**config.mk**
```make
export PLATFORM = sky130hd
export DESIGN_NAME = cacheline_adaptor_flat
export DESIGN_NICKNAME = d
export VERILOG_FILES = /design/src/rtl/cacheline_adaptor_if.sv /design/src/rtl/cacheline_adaptor.sv /design/src/flat_wrapper.sv
export SDC_FILE = /design/constraint.sdc
export NUM_CORES = 1
export LEC_CHECK = 0
export BUFFER_PORTS_ARGS = -buffer_cell sky130_fd_sc_hd__buf_2
export CAP_MARGIN = 5
export CORE_AREA = 2 2 281 283
export CTS_CLUSTER_SIZE = 8
export DETAILED_ROUTE_END_ITERATION = 10
export DIE_AREA = 0 0 283 285
export PLACE_DENSITY = 0.58
export SETUP_SLACK_MARGIN = 0.1
export SLEW_MARGIN = 20
export SYNTH_ARGS = -nofsm -noshare
export SYNTH_HDL_FRONTEND = slang
export SYNTH_SLANG_ARGS = --single-unit
```
**constraint.sdc**
```tcl
create_clock -name clk -period 23 [get_ports clk]
set_input_delay 1.15 -clock clk [delete_from_list [all_inputs] [get_ports clk]]
set_output_delay 1.15 -clock clk [all_outputs]
set_load 0.1 [all_outputs]
```
**src/rtl/cacheline_adaptor_if.sv**
```systemverilog
`default_nettype none
// ---------------------------------------------------------------------------
// cacheline_adaptor_if : line-request and burst-memory bus bundle
// Rev 1.0
// ---------------------------------------------------------------------------
interface cacheline_adaptor_if #(
  parameter int LINE_W  = 256,
  parameter int BURST_W = 64,
  parameter int ADDR_W  = 32
);
  logic              u_read;
  logic              u_write;
  logic [ADDR_W-1:0] u_address;
  logic [LINE_W-1:0] u_wdata;
  logic [LINE_W-1:0] u_rdata;
  logic              u_resp;

  logic               m_read;
  logic               m_write;
  logic [ADDR_W-1:0]  m_address;
  logic [BURST_W-1:0] m_wdata;
  logic [BURST_W-1:0] m_rdata;
  logic               m_resp;

  // master: the environment (cache side and memory side); slave: the adaptor
  modport master (
    output u_read, u_write, u_address, u_wdata, m_rdata, m_resp,
    input  u_rdata, u_resp, m_read, m_write, m_address, m_wdata
  );

  modport slave (
    input  u_read, u_write, u_address, u_wdata, m_rdata, m_resp,
    output u_rdata, u_resp, m_read, m_write, m_address, m_wdata
  );
endinterface
`default_nettype wire

```
**src/rtl/cacheline_adaptor.sv**
```systemverilog
`default_nettype none
// ---------------------------------------------------------------------------
// cacheline_adaptor : splits line reads/writes into sequential memory beats
// Rev 1.0
// ---------------------------------------------------------------------------
module cacheline_adaptor #(
  parameter int LINE_W  = 256,
  parameter int BURST_W = 64,
  parameter int ADDR_W  = 32
) (
  input  logic               clk,
  input  logic               rst,
  cacheline_adaptor_if.slave bus
);
  localparam int BEATS = LINE_W / BURST_W;
  localparam int CNT_W = (BEATS > 1) ? $clog2(BEATS) : 1;
  localparam logic [ADDR_W-1:0] ALIGN_MASK = ~(ADDR_W'(LINE_W / 8) - 1'b1);
  localparam logic [CNT_W-1:0]  LAST_BEAT  = CNT_W'(BEATS - 1);

  typedef enum logic [1:0] {IDLE, READ, WRITE, DONE} state_t;

  state_t            state_q, state_d;
  logic [CNT_W-1:0]  beat_q, beat_d;
  logic [ADDR_W-1:0] addr_q, addr_d;
  logic [LINE_W-1:0] wdata_q, wdata_d;
  logic [LINE_W-1:0] rdata_q, rdata_d;
  logic              m_read_q, m_read_d;
  logic              m_write_q, m_write_d;
  logic              u_resp_q, u_resp_d;

  always_comb begin
    state_d   = state_q;
    beat_d    = beat_q;
    addr_d    = addr_q;
    wdata_d   = wdata_q;
    rdata_d   = rdata_q;
    m_read_d  = 1'b0;
    m_write_d = 1'b0;
    u_resp_d  = 1'b0;
    case (state_q)
      IDLE: begin
        // read has priority if upstream raises both
        if (bus.u_read) begin
          addr_d   = bus.u_address & ALIGN_MASK;
          beat_d   = '0;
          state_d  = READ;
          m_read_d = 1'b1;
        end else if (bus.u_write) begin
          addr_d    = bus.u_address & ALIGN_MASK;
          wdata_d   = bus.u_wdata;
          beat_d    = '0;
          state_d   = WRITE;
          m_write_d = 1'b1;
        end
      end
      READ: begin
        m_read_d = 1'b1;
        if (bus.m_resp) begin
          rdata_d[beat_q*BURST_W +: BURST_W] = bus.m_rdata;
          beat_d = beat_q + 1'b1;
          if (beat_q == LAST_BEAT) begin
            beat_d   = '0;
            state_d  = DONE;
            m_read_d = 1'b0;
            u_resp_d = 1'b1;
          end
        end
      end
      WRITE: begin
        m_write_d = 1'b1;
        if (bus.m_resp) begin
          beat_d = beat_q + 1'b1;
          if (beat_q == LAST_BEAT) begin
            beat_d    = '0;
            state_d   = DONE;
            m_write_d = 1'b0;
            u_resp_d  = 1'b1;
          end
        end
      end
      default: state_d = IDLE;
    endcase
  end

  always_ff @(posedge clk or posedge rst) begin
    if (rst) begin
      state_q   <= IDLE;
      beat_q    <= '0;
      addr_q    <= '0;
      wdata_q   <= '0;
      rdata_q   <= '0;
      m_read_q  <= 1'b0;
      m_write_q <= 1'b0;
      u_resp_q  <= 1'b0;
    end else begin
      state_q   <= state_d;
      beat_q    <= beat_d;
      addr_q    <= addr_d;
      wdata_q   <= wdata_d;
      rdata_q   <= rdata_d;
      m_read_q  <= m_read_d;
      m_write_q <= m_write_d;
      u_resp_q  <= u_resp_d;
    end
  end

  assign bus.m_read    = m_read_q;
  assign bus.m_write   = m_write_q;
  assign bus.u_resp    = u_resp_q;
  assign bus.u_rdata   = rdata_q;
  assign bus.m_address = (m_read_q || m_write_q) ? addr_q : '0;
  assign bus.m_wdata   = wdata_q[beat_q*BURST_W +: BURST_W];
endmodule
`default_nettype wire

```
**src/flat_wrapper.sv**
```systemverilog
// flat-port wrapper written by rule: the top's interface ports become plain ports
module cacheline_adaptor_flat 
#(
  parameter int LINE_W  = 256,
  parameter int BURST_W = 64,
  parameter int ADDR_W  = 32
)
  (clk, rst, bus_u_read, bus_u_write, bus_u_address, bus_u_wdata, bus_m_rdata, bus_m_resp, bus_u_rdata, bus_u_resp, bus_m_read, bus_m_write, bus_m_address, bus_m_wdata);
  cacheline_adaptor_if #(.LINE_W(LINE_W), .BURST_W(BURST_W), .ADDR_W(ADDR_W)) bus_i ();
  input  logic clk;
  input  logic rst;
  input wire logic [$bits(bus_i.u_read)-1:0] bus_u_read;
  input wire logic [$bits(bus_i.u_write)-1:0] bus_u_write;
  input wire logic [$bits(bus_i.u_address)-1:0] bus_u_address;
  input wire logic [$bits(bus_i.u_wdata)-1:0] bus_u_wdata;
  input wire logic [$bits(bus_i.m_rdata)-1:0] bus_m_rdata;
  input wire logic [$bits(bus_i.m_resp)-1:0] bus_m_resp;
  output wire logic [$bits(bus_i.u_rdata)-1:0] bus_u_rdata;
  output wire logic [$bits(bus_i.u_resp)-1:0] bus_u_resp;
  output wire logic [$bits(bus_i.m_read)-1:0] bus_m_read;
  output wire logic [$bits(bus_i.m_write)-1:0] bus_m_write;
  output wire logic [$bits(bus_i.m_address)-1:0] bus_m_address;
  output wire logic [$bits(bus_i.m_wdata)-1:0] bus_m_wdata;
  assign bus_i.u_read = bus_u_read;
  assign bus_i.u_write = bus_u_write;
  assign bus_i.u_address = bus_u_address;
  assign bus_i.u_wdata = bus_u_wdata;
  assign bus_i.m_rdata = bus_m_rdata;
  assign bus_i.m_resp = bus_m_resp;
  assign bus_u_rdata = bus_i.u_rdata;
  assign bus_u_resp = bus_i.u_resp;
  assign bus_m_read = bus_i.m_read;
  assign bus_m_write = bus_i.m_write;
  assign bus_m_address = bus_i.m_address;
  assign bus_m_wdata = bus_i.m_wdata;
  cacheline_adaptor #(.LINE_W(LINE_W), .BURST_W(BURST_W), .ADDR_W(ADDR_W)) u_core (.clk(clk), .rst(rst), .bus(bus_i));
endmodule
```
# Word level (Yosys, flattened, before mapping)
# Index checks and enable logic that the tools add are counted.
# totals
reg_bits	551
input_bits	357
output_inout_bits	355
wordCells	54
# op_classes
n_reduce_logical	10
addsub	2
bitwise	1
eq_ne	6
shift	3
n_mux	24
# op_table
op	n
bitwise mux 256 bit	1
variable shift 64 x 34 -> 256 bit, first input constant	1
indexed part select 256 x 9 -> 64 bit	1
indexed part select 64 x 34 -> 256 bit	1
two-way mux 32 bit	3
negation 8 -> 34 bit	1
two-way mux 2 bit	8
AND reduction 3 bit	3
two-way mux 1 bit	8
case mux 2 bit (2 select lines)	2
equality test 2 bit, second input constant	2
!= test 2 x 1 -> 1 bit, second input constant	2
case mux 1 bit (2 select lines)	2
AND reduction 2 bit	2
nonzero test 2 bit	2
!= test 3 bit, second input constant	1
adder 2 x 1 -> 2 bit, second input constant	1
equality test 2 x 1 -> 1 bit, second input constant	1
logical NOT 2 bit	1
OR reduction 2 bit	1
logical OR 1 bit	1
inverter 1 bit	1

# Depth between registers and ports, before layout
# depth
depth_word	4
ltp_mapped	10
mapped_depth_nobuf	5

# Least setup slack after synthesis
# No wires, ideal clock.
# synth_timing
path_kind	register to output
from	register u_core.m_write_q (netlist: u_core.bus.m_write)
to	output port bus_m_address[11]
t_arrival_ns	2.805
path_stages_with_launch	4
setup_slack_ns	19.045
path_buffers	1
cell_sequence	dfrtp_1 nor2_1 clkbuf_1 nor2b_1
# synth_via
elab_chain_cells	2
# synth_rtl
item	line	source
start, declared	cacheline_adaptor.sv:28	logic m_write_q, m_write_d;
start signal, assigned	cacheline_adaptor.sv:102	m_write_q <= m_write_d;
logical OR 1 bit	cacheline_adaptor.sv:111	assign bus.m_address = (m_read_q || m_write_q) ? addr_q : '0;
two-way mux 32 bit	cacheline_adaptor.sv:111	
end, declared	flat_wrapper.sv:22	output wire logic [$bits(bus_i.m_address)-1:0] bus_m_address;
# No other way between the ends.

# Final worst setup path
# layout_timing
from	register u_core.beat_q[0]
to	output port bus_m_wdata[28]
# layout_via
elab_chain_cells	1
# layout_rtl
item	line	source
start, declared	cacheline_adaptor.sv:23	logic [CNT_W-1:0] beat_q, beat_d;
start signal, assigned	cacheline_adaptor.sv:97	beat_q <= beat_d;
indexed part select 256 x 9 -> 64 bit	cacheline_adaptor.sv:112	assign bus.m_wdata = wdata_q[beat_q*BURST_W +: BURST_W];
end, declared	flat_wrapper.sv:23	output wire logic [$bits(bus_i.m_wdata)-1:0] bus_m_wdata;
# No other way between the ends.

==> out/metrics.yaml <==
core_mm2: 0.07797
worstSkewPairLatency_ns: 0.61
mappedNetlistArea_mm2: 0.02185
crit_path_max_fanout: 39
start_util: 0.2803
layout_commonest_cell: "nand2_1"
grt_pass1_wl_um: 107200
crit_slowest_cell: "dfrtp_4"
drc_errors: 0
peakVddDrop_uv: 124.0
ys_top_cells_by_area: "dfrtp_1, nand2_1, a22o_1"
slew-limit-headroom: 0.2816
grt_usage: 0.1693
cp-end-kind: "primary output"
cts_tree: "done"
cts_setup_buffers: 0
stdcell_area_mm2: 0.02842
dieArea_mm2: 0.08066
routed_wl_um: 69370
routabilityCongestion: 0.7921
die_y_um: 285
clock_path_buffers: 3
cp.required_ns: 21.85
setup_violations: 0
critPathMaxStageDelay_ns: 0.89
postCtsHoldBufs: 0
synthCells: 1881
grt_start_max_net_pins: 179
routed_via_density: 4.612
ys_ff_latch: 546
synthToLayoutAreaGrowth_pct: 30.06
ys_seq_area_frac: 0.6252
vias: 16710
worst_setup_path_start_kind: "flip-flop"
wl_per_cell_um: 19.14
placed_cell_area_mm2: 0.02624
p_int_uw: 2405
p_leak_uw: 0.01533
cts_sinks: 546
clk_pin_slew_worst_paths_ns: 0.05
ctsResizeCount: 0
drt-pass1-iter-count: 4
ant_nets: 0
max_freq_ghz: 0.2208
final_nets: 2923
worst_pin_slew_ns: 1.078
drv_cap: 0
finalClockSkew_ns: 0.02624
synth_top_cell_by_area: "dfrtp_1"
crit_arrival_ns: 3.38
min_period_ns: 4.528
comb_power_share: 0.492
final-max-slew-violation-count: 0
cts.htree.levels: 3
fp-row-count: 103
place_inst: 3524
switchingPower_uw: 2528
p_clk_frac: 0.210
dp_hpwl_um: 46800
mostFrequentLayoutCells: "nand2_1, buf_2, dfrtp_1, a22o_1, clkbuf_16"
grt_pass1_vias: 17420
setup_tns_ns: 0
cts_root_buffer: "clkbuf_16"
status: "complete, no violations"
stdcell_count: 3624
antenna_found_initial: 17
drtIter0Drc: 856
rsz0062_at_grt: "false"
drive_gt1_frac: 0.3582
port_buffers: 701
ios: 712
cts_buffers: 78
hp-class: "flip-flop to flip-flop"
overflow: 0
p_per_area_mw_per_mm2: 173.6
pwr-share-seq: 0.298
yosysUniqueCellTypes: 33
die_w_um: 283
swShare: 0.5124
avgSynthCellArea_um2: 11.62
synth_top_area_frac: 0.6252
synth-warning-count: 0
period_share: 0.1969
crit_path_cell_trace: "buf_4 > mux4_2 > buf_2"
critPathKind: "flip-flop to primary output"
hold_viol_final: 0
[path summary, 6_finish.rpt]
check	startpoint	end	slack, ns	cells after the start
max	u_core.beat_q[0]	bus_m_wdata[28]	18.47	3
min	u_core.wdata_q[154]	u_core.wdata_q[154]	0.47	2
max reg2reg	u_core.state_q[0]	u_core.wdata_q[138]	19.37	8
min reg2reg	u_core.wdata_q[154]	u_core.wdata_q[154]	0.47	2
max in group asynchronous	rst	u_core.bus.u_rdata[165]	19.40	5
min in group asynchronous	rst	u_core.wdata_q[60]	0.71	2
[metrics by stage]
step           setup WS (ns)    util  total power, uW  hold WS, ns
2_1_floorplan          6.586       -             3485       0.4403
3_3_place_gp           18.62  0.3365             3903       0.4516
3_5_place_dp           18.63  0.3365             3927       0.4581
4_1_cts                18.32  0.3641             4991       0.4707
5_1_grt                18.21  0.3644             5168       0.4861
6_report               18.47  0.3645             4933       0.4652
[power by group through the flow]
stage	clock [uW]	combinational (uW)	sequential (uW)
2_1_floorplan	0	1480	2000
3_3_place_gp	0	2430	1470
3_5_place_dp	0	2440	1480
4_1_cts	1070	2450	1470
5_1_grt	1120	2540	1510
6_report	1040	2430	1470
[logic make-up (layout without fill, tap and decap cells)]
family / after synthesis / in the layout / synth area share
mux: 95 / 95 / 0.08182
other cells: 1 / 16 / 0.0001716
flops: 546 / 546 / 0.6252
simple gates: 822 / 822 / 0.1479
compound gates: 264 / 264 / 0.1051
buf+inv: 141 / 819 / 0.03298
fa+ha+maj: 12 / 12 / 0.006870
[worst max-delay path: cells and delay by family, from the launching register on]
kind / cells / cell delay (ns)
buffers and inverters: 2 / 1.12
DFF: 1 / 0.89
muxes: 1 / 0.68
[flip-flops by register name (all words and copies together), names as in the netlist]
signal and flops:
u_core.beat_q 2, u_core.bus.m_read 1, u_core.bus.m_write 1, u_core.wdata_q 256
u_core.addr_q 27, u_core.bus.u_resp 1, u_core.bus.u_rdata 256, u_core.state_q 2
[cell usage after synthesis]
master and number:
clkbuf_1 60, a31oi_1 1, nand2_1 771, and4bb_1 1
nor3_1 1, and3b_1 1, mux4_2 64, buf_6 12
nand3b_4 1, mux2_2 29, inv_1 7, o21ai_2 1
a22oi_1 2, nand2b_1 1, mux2i_1 2, a21oi_1 3
nand3b_1 1, dfrtp_1 546, buf_1 5, a221oi_1 1
nor2b_1 29, and3_1 1, buf_2 45, a22o_1 256
conb_1 1, nor2_1 6, nor2_2 1, nor4_4 1
ha_1 12, buf_4 12, or3_1 1, nand3_1 5
nor4b_1 1
[per-layer routing]
metal | wire length (um) | track usage | part of all wire
met2 | 32680 | 0.2730 | 0.47
met1 | 28820 | 0.2126 | 0.42
met4 | 2114 | 0.06117 | 0.030
met3 | 5702 | 0.05504 | 0.082
met5 | 57 | 0 | 0.00082
[area by class of cell]
class	instances	area, um^2
timing repair buffer	723	3702
clock inverter	6	138.9
tap	1050	1314
antenna	11	27.53
inverter	7	33.78
clock buffer	83	2012
sequential	546	13670
multi-input combinational	1198	7523
fill	7819	49550
Power figures use the tool's default switching activity.
